<file path="config.mk">
export PLATFORM = sky130hd
export DESIGN_NAME = mod10_counter
export DESIGN_NICKNAME = d
export VERILOG_FILES = /design/src/rtl/mod10_counter.sv
export SDC_FILE = /design/constraint.sdc
export NUM_CORES = 1
export LEC_CHECK = 0
export ABC_AREA = 1
export CORE_AREA = 2 2 39 41
export DETAILED_ROUTE_END_ITERATION = 12
export DIE_AREA = 0 0 41 43
export GPL_ROUTABILITY_DRIVEN = 0
export PLACE_DENSITY = 0.58
export SYNTH_ARGS = -nofsm -noshare
export SYNTH_HDL_FRONTEND = slang
export SYNTH_SLANG_ARGS = --single-unit
</file>
<file path="constraint.sdc">
create_clock -name clk -period 1.5 [get_ports clk]
set_clock_uncertainty 0.2 [all_clocks]
set_input_delay 0.15 -clock clk [delete_from_list [all_inputs] [get_ports clk]]
set_output_delay 0.15 -clock clk [all_outputs]
set_load 0.02 [all_outputs]
</file>
<file path="src/rtl/mod10_counter.sv">
// mod10_counter: loadable BCD down-counter digit with 0->9 wrap, borrow (tc) and zero flag
module mod10_counter (
  input  logic       clk,
  input  logic       clrn,
  input  logic [3:0] data,
  input  logic       loadn,
  input  logic       en,
  output logic [3:0] ones,
  output logic       tc,
  output logic       zero
);
  logic [3:0] nxt;
  always_comb
    nxt = !loadn ? (data > 4'd9 ? 4'd9 : data) : en ? (ones == 4'd0 ? 4'd9 : ones - 4'd1) : ones;
  always_ff @(posedge clk or negedge clrn)
    if (!clrn) ones <= 4'd0;
    else ones <= nxt;
  assign zero = ones == 4'd0;
  assign tc = en & zero;
endmodule

</file>
Yosys cells after proc, flatten, opt, wreduce, memory -nomap -nowiden
Cells that the tools add are included.
{"block": "totals", "register_bits": 4, "input_bits": 8, "output_inout_bits": 6, "word_cells": 10}
{"block": "classes", "add_sub_neg": 1, "magnitude_cmp": 1, "n_eq_ne": 1, "n_mux": 4, "n_bitwise": 1, "n_reduce_logical": 1}
{"op": "$mux W4", "count": 4}
{"op": "$gt A4 B4 Y1 const B", "count": 1}
{"op": "$logic_not A4 Y1", "count": 1}
{"op": "$sub A4 B1 Y4 const B", "count": 1}
{"op": "$ne A2 B1 Y1 const B", "count": 1}
{"op": "$and A1 B1 Y1", "count": 1}

Depth between registers and ports, before layout
{"block": "logic_depth", "depth_word": 4, "ltp_mapped": 6}

Worst setup path before layout
No wires, ideal clock.
{"block": "synth_timing", "kind": "register to output", "startpoint": "register ones[1]", "endpoint": "output port tc", "arrival_time_ns": 1.021, "required_ns": 1.150, "slack_ns": 0.129, "path_stages_with_launch": 4, "path_buffers": 0, "path_cell_list": "dfrtp_1 > nor2_4 > nand2_1 > nor2_1"}
{"block": "synth_between", "elab_chain_len": 2}
{"element": "from (decl)", "line": "8", "rtl": "output logic [3:0] ones,"}
{"element": "from (signal assigned)", "line": "17", "rtl": "else ones <= nxt;"}
{"element": "$logic_not A4 Y1", "line": "18", "rtl": "assign zero = ones == 4'd0;"}
{"element": "$and A1 B1 Y1", "line": "19", "rtl": "assign tc = en & zero;"}
{"element": "to (decl)", "line": "9", "rtl": "output logic tc,"}
Every way passes these cells.

Worst setup path after layout
{"block": "layout_timing", "startpoint": "register ones[0]", "endpoint": "output port ones[0]"}
No word-level cell between the ends.

==> run summary <==
Status: finished clean
Worst-case reg-to-reg path depth: 7
Port Buffers: 13
I/O pin cnt: 14
H-Tree Depth: 1
Layout cells sized above 1: 18.3%
Synthesized net count: 56
Die area: 1760 um2
Top_reg_cell synth: dfrtp_1
Num rows: 14
CP Class: reg -> out
Largest regs: ones: 4 flops
Peak supply drop: 0.398 mV
Core Footprint: 1380 um2
RSZ-0062 raised after global routing: no
Vias in the first global route: 287
Clock Tree Buf Depth: 2
Largest Register: ones
Area growth syn-to-layout: 74.8%
Number of routed nets with antenna violations: 0
Setup_tns: 0 ps
Initial Utilization: 20.8%
First-pass GRT wire length: 1100 um
Max Freq: 695 MHz
Pre-antenna DRT Iters: 4
Initial antenna violation count: 0
Commonest cells in the netlist: 18 x nand2_1, 9 x inv_1, 5 x nand3_1, 5 x nor2_1, 4 x dfrtp_1
Worst-path cell chain: buf_4 -> dlygate4sd2_1
Hold path start: data[1]
Crit end category: primary output
Reg-to-reg slack, setup: 310 ps
Setup crit start kind: register
DR WL/cell: 8.41 um
Nets: 81
Largest fanout on the critical path: 4
Cell with the most instances after synthesis: nand2_1
Worst slew margin: 86.2%
Reg2reg end: ones[3]$_DFFE_PN0P_
Sum of buffers and inverters on the critical path: 2
Die Wd: 41 um
Fin crit share: 95.9%
Critical path arrival: 1090 ps
Distinct cell type count after synthesis: 10
CTS Buf Count: 3
DRC violations left: 0
Max incr delay on CP: 390 ps
DR vias/cell: 4.02
CTS clk-pin slew, worst paths: 30 ps
Final Critical Period: 1440 ps
DP HPWL: 608 um
Hold Crit Class: in -> reg
Max reg flops: 4
Max-cap violations: 0
Post-synth ARST share: 100%
Total grt overflow: 0
Final count of negative-setup-slack endpoints: 0
Total GRT Usage: 10.4%
Yosys warns: 0
Initial DRC count: 3
Fin. max-slew vios: 0
Final hold vios: 0
CTS tree: done
Worst hold path cell count: 5
Synth Register Bits: 4
Total power: 0.417 mW
Cell family with the largest share of critical-path delay: buffers and inverters
Static Leak: 0.289 nW
Vias: 350
Crit-path slowest cell: dfrtp_1
Leading area contributor after synthesis: dfrtp_1
Clock sinks: 4
Clock Tree Root: clkbuf_4
Required @ worst endpoint: 1150 ps
ANT cells: 0
Fillers: 171
Post-Route WL: 732 um
Clk Latency, worst-skew pair: 230 ps
Synth area leaders: dfrtp_1 35%, nand2_1 23%, inv_1 12%
Synthesized cell area: 288 um2
Register area share after synthesis: 34.8%
Pwr dens: 829 nW/um2
Cells after synthesis: 48
Mean area per synthesized cell: 6.00 um2
Reg-to-reg startpoint: ones[1]$_DFFE_PN0P_
Pin count of the biggest net entering global routing: 8
Worst Hold Path EP: ones[1]$_DFFE_PN0P_
Worst slew pin tran: 206 ps
Worst hold slack: 389 ps
Post-synth EDFFs: 0
Post-synth top area share: 34.8%
Die height: 43 um
==> power breakdown <==
| group | switching [mW] | leakage [nW] | internal (mW) | total, mW |
|---|---|---|---|---|
| Clock | 0.0415 | 0.0138 | 0.0893 | 0.131 |
| Combinational | 0.0803 | 0.227 | 0.0754 | 0.156 |
| Sequential | 0.00939 | 0.0480 | 0.121 | 0.131 |
==> through the flow <==
step | instance area (um2) | util (%) | setup WS (ps) | cells
2_1_floorplan | 288 | - | 129 | 48
3_3_place_gp | 483 | 34.9 | -241 | 83
3_5_place_dp | 483 | 34.9 | -248 | 83
4_1_cts | 507 | 36.6 | 0.519 | 87
5_1_grt | 503 | 36.3 | 7.48 | 87
6_report | 503 | 36.3 | 61.6 | 87
==> worst max path at each step <==
stage	start	endpoint	slack, ps	cells after the start
after floorplan	ones[1]$_DFFE_PN0P_	tc	130	3
after global placement	en	tc	-240	4
after detailed placement	en	tc	-250	4
after CTS	ones[1]$_DFFE_PN0P_	zero	0.5	4
after global routing	ones[1]$_DFFE_PN0P_	tc	7	4
final	ones[0]$_DFFE_PN0P_	ones[0]	60	2
==> layout by cell type (no fill, tap or decap), drive strengths merged <==
| master | netlist | final |
|---|---|---|
| nand2 | 18 | 18 |
| inv | 9 | 9 |
| buf | 0 | 8 |
| clkdlybuf4s50 | 0 | 7 |
| nor2 | 6 | 6 |
| nand3 | 5 | 5 |
| dfrtp | 4 | 4 |
| dlygate4sd2 | 0 | 4 |
| o21ai | 3 | 3 |
| clkbuf | 0 | 3 |
| or2 | 1 | 1 |
| nor3 | 1 | 1 |
| a21oi | 1 | 1 |
| dlygate4sd3 | 0 | 1 |
==> layout make-up <==
cell class / count / area (um2) / area share (%)
clock buffers: 3 / 22.5 / 4.48
inverters: 9 / 33.8 / 6.72
multi-input cells: 35 / 154 / 30.6
flip-flops and latches: 4 / 100 / 19.9
well taps: 16 / 20.0 / 3.98
repair buffers: 20 / 173 / 34.3
==> cells by family (layout without fill, tap and decap cells) <==
kind of cell,after synthesis,after routing,share of synthesized area [%]
buf+inv,9,32,11.7
simple gates,31,31,46.5
compound gates,4,4,6.95
flops,4,4,34.8
==> worst min-delay path: stages <==
cell	delay, ps
clkdlybuf4s50_1	410
nand3_1	80
nand2_1	50
inv_1	40
nand2_1	50
==> metal layers <==
layer	track usage, %	part of all wire (%)	wire [um]
met1	9.74	46	336
met2	14.4	47	344
met3	9.42	6.8	50
met4	6.00	0	0
met5	0	0	0
==> timing repair <==
action | 4_1_cts | 5_1_grt
cloned | 0 | 0
resized for setup | 11 | 2
hold endpoints to repair | 4 | 0
setup endpoints to repair | 6 | 2
hold buffers | 1 | 0
setup buffers | 0 | 0
pin swaps | 0 | 0
No activity file was read; power rests on OpenSTA's default activity.
